--- src/rtl/seg7_scan_decoder_if.sv ---
// rtl/seg7_scan_decoder_if.sv - decoded digit record stream between decoder and consumer
interface seg7_scan_decoder_if #(
    parameter int DIG_W = 2
);
    logic             out_valid;
    logic             out_ready;
    logic [DIG_W-1:0] out_digit;
    logic [3:0]       out_data;
    logic             out_mode;
    logic             out_err;

    modport master (
        output out_valid,
        output out_digit,
        output out_data,
        output out_mode,
        output out_err,
        input  out_ready
    );

    modport slave (
        input  out_valid,
        input  out_digit,
        input  out_data,
        input  out_mode,
        input  out_err,
        output out_ready
    );
endinterface

--- src/rtl/seg7_scan_decoder.sv ---
// rtl/seg7_scan_decoder.sv - multiplexed 7-segment bus decoder, optional SEG7_SYNC_EN input synchronizer
module seg7_scan_decoder #(
    parameter int NUM_DIGITS    = 4,
    parameter int DIG_W         = 2,
    parameter int STABLE_CYCLES = 8
) (
    input  logic                  clk,
    input  logic                  rst_n,
    input  logic [NUM_DIGITS-1:0] an,
    input  logic [6:0]            seg,
    input  logic                  dp,
    seg7_scan_decoder_if.master   out,
    output logic                  overrun
);
    localparam int SW    = NUM_DIGITS + 8;
    localparam int CNT_W = $clog2(STABLE_CYCLES + 1);
    localparam logic [CNT_W-1:0] CNT_MAX  = CNT_W'(STABLE_CYCLES);
    localparam logic [CNT_W-1:0] CNT_LAST = CNT_W'(STABLE_CYCLES - 1);

    // Record layout: {data[3:0], mode, err}
    function automatic logic [5:0] decode(input logic [6:0] g, input logic d);
        logic [5:0] r;
        r = 6'b0000_01;
        if (d) begin
            case (g)
                7'h01: r = {4'h0, 2'b00};
                7'h4F: r = {4'h1, 2'b00};
                7'h12: r = {4'h2, 2'b00};
                7'h06: r = {4'h3, 2'b00};
                7'h4C: r = {4'h4, 2'b00};
                7'h24: r = {4'h5, 2'b00};
                7'h20: r = {4'h6, 2'b00};
                7'h0F: r = {4'h7, 2'b00};
                7'h00: r = {4'h8, 2'b00};
                7'h0C: r = {4'h9, 2'b00};
                7'h08: r = {4'hA, 2'b00};
                7'h60: r = {4'hB, 2'b00};
                7'h31: r = {4'hC, 2'b00};
                7'h42: r = {4'hD, 2'b00};
                7'h30: r = {4'hE, 2'b00};
                7'h38: r = {4'hF, 2'b00};
                default: r = 6'b0000_01;
            endcase
        end else begin
            // Lit dp shows the magnitude glyph k of the negative value 16-k
            case (g)
                7'h4F: r = {4'hF, 2'b10};
                7'h12: r = {4'hE, 2'b10};
                7'h06: r = {4'hD, 2'b10};
                7'h4C: r = {4'hC, 2'b10};
                7'h24: r = {4'hB, 2'b10};
                7'h20: r = {4'hA, 2'b10};
                7'h0F: r = {4'h9, 2'b10};
                7'h00: r = {4'h8, 2'b10};
                default: r = 6'b0000_01;
            endcase
        end
        return r;
    endfunction

    logic [SW-1:0] in_bus;

`ifdef SEG7_SYNC_EN
    logic [SW-1:0] sync1_q;
    logic [SW-1:0] sync2_q;

    // Two-flop synchronizer; resets to dark so nothing looks lit after reset
    always_ff @(posedge clk or negedge rst_n) begin
        if (!rst_n) begin
            sync1_q <= '1;
            sync2_q <= '1;
        end else begin
            sync1_q <= {an, seg, dp};
            sync2_q <= sync1_q;
        end
    end

    assign in_bus = sync2_q;
`else
    assign in_bus = {an, seg, dp};
`endif

    logic [NUM_DIGITS-1:0] in_an;
    logic [6:0]            in_seg;
    logic                  in_dp;

    assign in_an  = in_bus[SW-1 -: NUM_DIGITS];
    assign in_seg = in_bus[7:1];
    assign in_dp  = in_bus[0];

    logic             one_low;
    logic [DIG_W-1:0] in_idx;

    // Exactly one active anode selects a digit; anything else is blanking
    always_comb begin
        int zeros;
        zeros  = 0;
        in_idx = '0;
        for (int i = 0; i < NUM_DIGITS; i++) begin
            if (!in_an[i]) begin
                zeros  = zeros + 1;
                in_idx = DIG_W'(i);
            end
        end
        one_low = (zeros == 1);
    end

    logic [SW-1:0]    s_q;
    logic [CNT_W-1:0] cnt_q;
    logic             acc_q;
    logic [DIG_W-1:0] acc_digit_q;
    logic [5:0]       acc_rec_q;

    // Sample and stability counter; count saturates so a held digit is accepted once
    always_ff @(posedge clk or negedge rst_n) begin
        if (!rst_n) begin
            s_q         <= '0;
            cnt_q       <= '0;
            acc_q       <= 1'b0;
            acc_digit_q <= '0;
            acc_rec_q   <= '0;
        end else begin
            s_q         <= in_bus;
            acc_digit_q <= in_idx;
            acc_rec_q   <= decode(in_seg, in_dp);
            if (one_low && (in_bus == s_q)) begin
                if (cnt_q != CNT_MAX) begin
                    cnt_q <= cnt_q + 1'b1;
                end
                acc_q <= (cnt_q == CNT_LAST);
            end else begin
                cnt_q <= '0;
                acc_q <= 1'b0;
            end
        end
    end

    // Per-digit last emitted record, bit 6 marks the entry as filled
    logic [6:0] tbl_q [NUM_DIGITS];
    logic       emit_need;
    logic       can_load;

    assign emit_need = acc_q && ({1'b1, acc_rec_q} != tbl_q[acc_digit_q]);
    assign can_load  = !out.out_valid || out.out_ready;

    // Output register, change filter table and overrun pulse
    always_ff @(posedge clk or negedge rst_n) begin
        if (!rst_n) begin
            out.out_valid <= 1'b0;
            out.out_digit <= '0;
            out.out_data  <= '0;
            out.out_mode  <= 1'b0;
            out.out_err   <= 1'b0;
            overrun       <= 1'b0;
            for (int i = 0; i < NUM_DIGITS; i++) begin
                tbl_q[i] <= '0;
            end
        end else begin
            overrun <= emit_need && !can_load;
            if (emit_need && can_load) begin
                out.out_valid        <= 1'b1;
                out.out_digit        <= acc_digit_q;
                out.out_data         <= acc_rec_q[5:2];
                out.out_mode         <= acc_rec_q[1];
                out.out_err          <= acc_rec_q[0];
                tbl_q[acc_digit_q]   <= {1'b1, acc_rec_q};
            end else if (out.out_valid && out.out_ready) begin
                out.out_valid <= 1'b0;
            end
        end
    end
endmodule

--- src/flat_wrapper.sv ---
// flat-port wrapper written by rule: the top's interface ports become plain ports
module seg7_scan_decoder_flat 
#(
    parameter int NUM_DIGITS    = 4,
    parameter int DIG_W         = 2,
    parameter int STABLE_CYCLES = 8
)
  (clk, rst_n, an, seg, dp, overrun, out_out_valid, out_out_digit, out_out_data, out_out_mode, out_out_err, out_out_ready);
  seg7_scan_decoder_if #(.DIG_W(DIG_W)) out_i ();
  input  logic clk;
  input  logic rst_n;
  input  logic [NUM_DIGITS-1:0] an;
  input  logic [6:0] seg;
  input  logic dp;
  output logic overrun;
  output wire logic [$bits(out_i.out_valid)-1:0] out_out_valid;
  output wire logic [$bits(out_i.out_digit)-1:0] out_out_digit;
  output wire logic [$bits(out_i.out_data)-1:0] out_out_data;
  output wire logic [$bits(out_i.out_mode)-1:0] out_out_mode;
  output wire logic [$bits(out_i.out_err)-1:0] out_out_err;
  input wire logic [$bits(out_i.out_ready)-1:0] out_out_ready;
  assign out_out_valid = out_i.out_valid;
  assign out_out_digit = out_i.out_digit;
  assign out_out_data = out_i.out_data;
  assign out_out_mode = out_i.out_mode;
  assign out_out_err = out_i.out_err;
  assign out_i.out_ready = out_out_ready;
  seg7_scan_decoder #(.NUM_DIGITS(NUM_DIGITS), .DIG_W(DIG_W), .STABLE_CYCLES(STABLE_CYCLES)) u_core (.clk(clk), .rst_n(rst_n), .an(an), .seg(seg), .dp(dp), .out(out_i), .overrun(overrun));
endmodule
--- config.mk ---
export PLATFORM = sky130hd
export DESIGN_NAME = seg7_scan_decoder_flat
export DESIGN_NICKNAME = d
export VERILOG_FILES = /design/src/rtl/seg7_scan_decoder_if.sv /design/src/rtl/seg7_scan_decoder.sv /design/src/flat_wrapper.sv
export SDC_FILE = /design/constraint.sdc
export NUM_CORES = 1
export LEC_CHECK = 0
export CAP_MARGIN = 20
export CORE_MARGIN = 2
export CORE_UTILIZATION = 52
export DETAILED_ROUTE_END_ITERATION = 12
export PLACE_DENSITY = 0.74
export SLEW_MARGIN = 30
export SYNTH_ARGS = -nofsm -noshare
export SYNTH_HDL_FRONTEND = slang
export SYNTH_SLANG_ARGS = --single-unit
--- constraint.sdc ---
create_clock -name clk -period 2.6 [get_ports clk]
set_clock_uncertainty 0.05 [all_clocks]
set_input_delay 0.26 -clock clk [delete_from_list [all_inputs] [get_ports clk]]
set_output_delay 0.26 -clock clk [all_outputs]
set_load 0.005 [all_outputs]
==> out/metrics.yaml <==
grt-ovfl-total: 0
clk_path_buf_depth: 2
antenna_violating_nets_post_route: 0
swShare_pct: 26.5
insertion_delay_ns: 0.33
worst_path_max_delay_cell: "sky130_fd_sc_hd__mux4_1"
post_synthesis_instance_total: 271
p_comb_share_pct: 9.0
clock_sinks: 63
p_per_area_nw_per_um2: 518
leak_nw: 1.75
rows: 28
crit_chain: "mux4_1 -> xor2_1 -> nor4_2 -> nand3_2 -> or4b_1 -> buf_6 -> mux2_4"
hold_slack_ns: 0.269
die_w_um: 82.1
first_pass_grt_wire_length_um: 10200
synth_top_flop_cell: "sky130_fd_sc_hd__dfrtp_1"
vias_in_the_first_global_route: 2111
crit_path_end_kind: "register"
startpoint: "u_core.acc_digit_q[0]$_DFF_PN0_"
portion_of_the_post_synthesis_area_used_by_sequential_elements_pct: 49.7
firstDrtPassIters: 4
ir_drop_mv: 0.254
cts_tree: "built"
maximum_number_of_pins_on_one_net_before_global_route_repair: 31
p_clk_share_pct: 39.0
timing.critical_path.fanout_max: 7
drive_gt1_share_pct: 25.8
final_min_period_over_clock_period_pct: 95.8
floorplan.initialDensity_pct: 53.6
die_area_um2: 6740
postSynthRegisterBits: 63
antennaDiodeCount: 0
worst_path_buffer_plus_inverter_count: 1
finalCriticalPeriod_ns: 2.49
min-delay-path-class: "in2async"
max_transition_viols_final: 0
synth.distinct_cells: 48
cts.clk_slew.worst_paths_ns: 0.07
internal_power_w: 0.00143
track_usage_pct: 20.1
die_span_y_um: 82.1
crit_path_max_incr_delay_ns: 0.58
p_sw_w: 0.000516
fp.coreArea_um2: 5920
port-buffer-count: 24
number_of_antenna_violations_at_the_first_check_in_global_routing: 0
setup_slack_ns: 0.110
finalSetupViolCount: 0
flow.area_growth_from_synthesis_pct: 18.3
clock_tree.root_cell: "sky130_fd_sc_hd__clkbuf_8"
final_net_count: 329
synthesis.area_um2: 3170
reg2reg_from: "u_core.acc_digit_q[0]$_DFF_PN0_"
drt_iter0_markers: 130
slew_headroom_pct: 62.5
edff_count_synth: 0
postSynthAreaPerCell_um2: 11.7
fmaxAchievable_ghz: 0.402
io_pins: 25
gp_routability_congestion: 0.893
async_reset_ff_share_pct: 100
seqPwrFrac_pct: 52.0
htree_num_levels: 3
route.detailed.vias_per_inst: 5.53
cell_family_with_the_largest_share_of_critical_path_delay: "multiplexers"
finalHoldViolations: 0
maxCapViolCount: 0
outcome: "complete, no violations"
setup.worst_path.class: "reg2reg"
cts_bufs_inserted: 9
postSynthNetCount: 291
finalWirelength_um: 6010
dp_hpwl_um: 4490
drc_errors: 0
setup_repair_after_global_routing_missed_its_margin: "true"
wl_per_cell_um: 15.5
worst_pin_slew_ns: 0.560
preCtsSetupSlack_ns: -0.0501
cp_data_required_time_ns: 2.77
timing.critical_path.from_type: "register"
cp_data_arrival_time_ns: 2.66
tot_pwr_w: 0.00195
ys.warnings.count: 0
num_vias: 2153
## synthesized netlist by cell type (2+ instances only)
cell | number | area [um2]
sky130_fd_sc_hd__a21oi_1 | 5 | 25.0
sky130_fd_sc_hd__a2bb2oi_1 | 2 | 17.5
sky130_fd_sc_hd__mux2_2 | 25 | 282
sky130_fd_sc_hd__mux2_1 | 2 | 22.5
sky130_fd_sc_hd__a31oi_1 | 3 | 18.8
sky130_fd_sc_hd__dfrtp_1 | 63 | 1580
sky130_fd_sc_hd__o2111ai_1 | 2 | 17.5
sky130_fd_sc_hd__ha_1 | 5 | 62.6
sky130_fd_sc_hd__mux2_4 | 6 | 90.1
sky130_fd_sc_hd__nand2b_1 | 6 | 37.5
sky130_fd_sc_hd__o21ai_0 | 6 | 30.0
sky130_fd_sc_hd__inv_1 | 9 | 33.8
sky130_fd_sc_hd__mux4_1 | 3 | 78.8
sky130_fd_sc_hd__nand3_1 | 9 | 45.0
sky130_fd_sc_hd__clkbuf_1 | 11 | 41.3
sky130_fd_sc_hd__nand3b_1 | 2 | 15.0
sky130_fd_sc_hd__and3_1 | 2 | 12.5
sky130_fd_sc_hd__nand2_1 | 17 | 63.8
sky130_fd_sc_hd__mux2i_1 | 4 | 40.0
sky130_fd_sc_hd__nor2b_1 | 4 | 25.0
sky130_fd_sc_hd__or2_2 | 6 | 37.5
sky130_fd_sc_hd__nand4_1 | 3 | 18.8
sky130_fd_sc_hd__nor2_1 | 19 | 71.3
sky130_fd_sc_hd__xnor2_1 | 20 | 175
sky130_fd_sc_hd__xor2_1 | 5 | 43.8
sky130_fd_sc_hd__mux4_2 | 2 | 45.0
sky130_fd_sc_hd__nor3_1 | 9 | 45.0
## placed cells by master (no fill, tap or decap), types with 5 or more instances in the layout
master,n
sky130_fd_sc_hd__xnor2_1,20
sky130_fd_sc_hd__nand2b_1,6
sky130_fd_sc_hd__nor3_1,9
sky130_fd_sc_hd__nor2_1,19
sky130_fd_sc_hd__mux2_2,25
sky130_fd_sc_hd__clkdlybuf4s50_1,23
sky130_fd_sc_hd__or2_2,6
sky130_fd_sc_hd__nand2_1,16
sky130_fd_sc_hd__ha_1,5
sky130_fd_sc_hd__buf_4,15
sky130_fd_sc_hd__o21ai_0,6
sky130_fd_sc_hd__inv_1,9
sky130_fd_sc_hd__mux2_4,6
sky130_fd_sc_hd__dfrtp_1,62
sky130_fd_sc_hd__clkbuf_8,9
sky130_fd_sc_hd__nand3_1,9
sky130_fd_sc_hd__xor2_1,5
sky130_fd_sc_hd__a21oi_1,5
## timing repair
action                                 in CTS  in global routing
setup endpoints to repair                   9                 33
cloned                                      0                  0
gates resized for setup                     2                  5
pin swaps                                   0                  2
setup buffers                               0                  1
hold buffers                                1                  0
endpoints found under the hold margin       8                  0
## power groups by stage
stage / Combinational, W / Clock, W / Sequential (W)
after global routing: 0.000195 / 0.000824 / 0.00101
after global placement: 0.000171 / 0 / 0.00103
after detailed placement: 0.000175 / 0 / 0.00103
final: 0.000175 / 0.000760 / 0.00101
after floorplan: 0.000100 / 0 / 0.00102
after CTS: 0.000177 / 0.000779 / 0.00101
## worst register-to-register path: stages (launching register included)
cell and delay, ns:
sky130_fd_sc_hd__dfrtp_2 0.45, sky130_fd_sc_hd__mux4_1 0.58, sky130_fd_sc_hd__xor2_1 0.18, sky130_fd_sc_hd__nor4_2 0.06
sky130_fd_sc_hd__nand3_2 0.13, sky130_fd_sc_hd__or4b_1 0.46, sky130_fd_sc_hd__buf_6 0.17, sky130_fd_sc_hd__mux2_4 0.29
## cell families (layout without fill, tap and decap cells)
kind of cell	Yosys count	after routing	synth area share [%]
AOI/OAI and AO/OA	29	29	6.35
xor gates and xnor gates	25	25	6.90
adders and majority gates	5	5	1.97
buffers and inverters	23	66	3.11
DFF	63	63	49.7
muxes	42	42	17.6
and+or+nand+nor	84	84	14.4
## cell type report
cell class	instances	area, um2
clock inverter	7	55.1
sequential	63	1580
timing repair buffer	41	369
clock buffer	9	124
fill	455	2170
multi-input combinational	185	1500
inverter	9	33.8
tap	75	93.8
## layer usage
metal / part of all wire, % / GRT usage (%)
met5: 0 / 0
met4: 2.0 / 7.83
met3: 2.7 / 3.80
met2: 48 / 32.2
met1: 47 / 27.2
## worst paths after layout
kind	cells after the start	endpoint	slack, ns
hold / removal	2	u_core.cnt_q[0]$_DFFE_PN0P_	0.27
max in group asynchronous	3	u_core.acc_digit_q[0]$_DFF_PN0_	1.57
min in group clk	1	u_core.tbl_q[20]$_DFFE_PN0P_	0.42
hold reg to reg	1	u_core.tbl_q[20]$_DFFE_PN0P_	0.42
setup reg to reg	7	u_core.tbl_q[22]$_DFFE_PN0P_	0.11
setup / recovery	7	u_core.tbl_q[22]$_DFFE_PN0P_	0.11
## flip-flops by register name, indices dropped and copies added, names as in the netlist
register / count
u_core.overrun: 1
u_core.out.out_mode: 1
u_core.out.out_valid: 1
u_core.acc_digit_q: 2
u_core.cnt_q: 4
u_core.s_q: 12
u_core.out.out_digit: 2
u_core.out.out_data: 4
u_core.acc_rec_q: 6
u_core.tbl_q: 28
u_core.out.out_err: 1
u_core.acc_q: 1
## per-stage QoR
step,setup TNS [ns],area (um2),util (%),cells
after global placement,-0.0386,3550,60.0,371
after CTS,0,3740,63.2,388
after floorplan,0,3170,-,271
final,0,3750,63.4,389
after global routing,-0.00456,3750,63.4,389
after detailed placement,-0.328,3550,60.0,371
No activity file was read; power rests on OpenSTA's default activity.
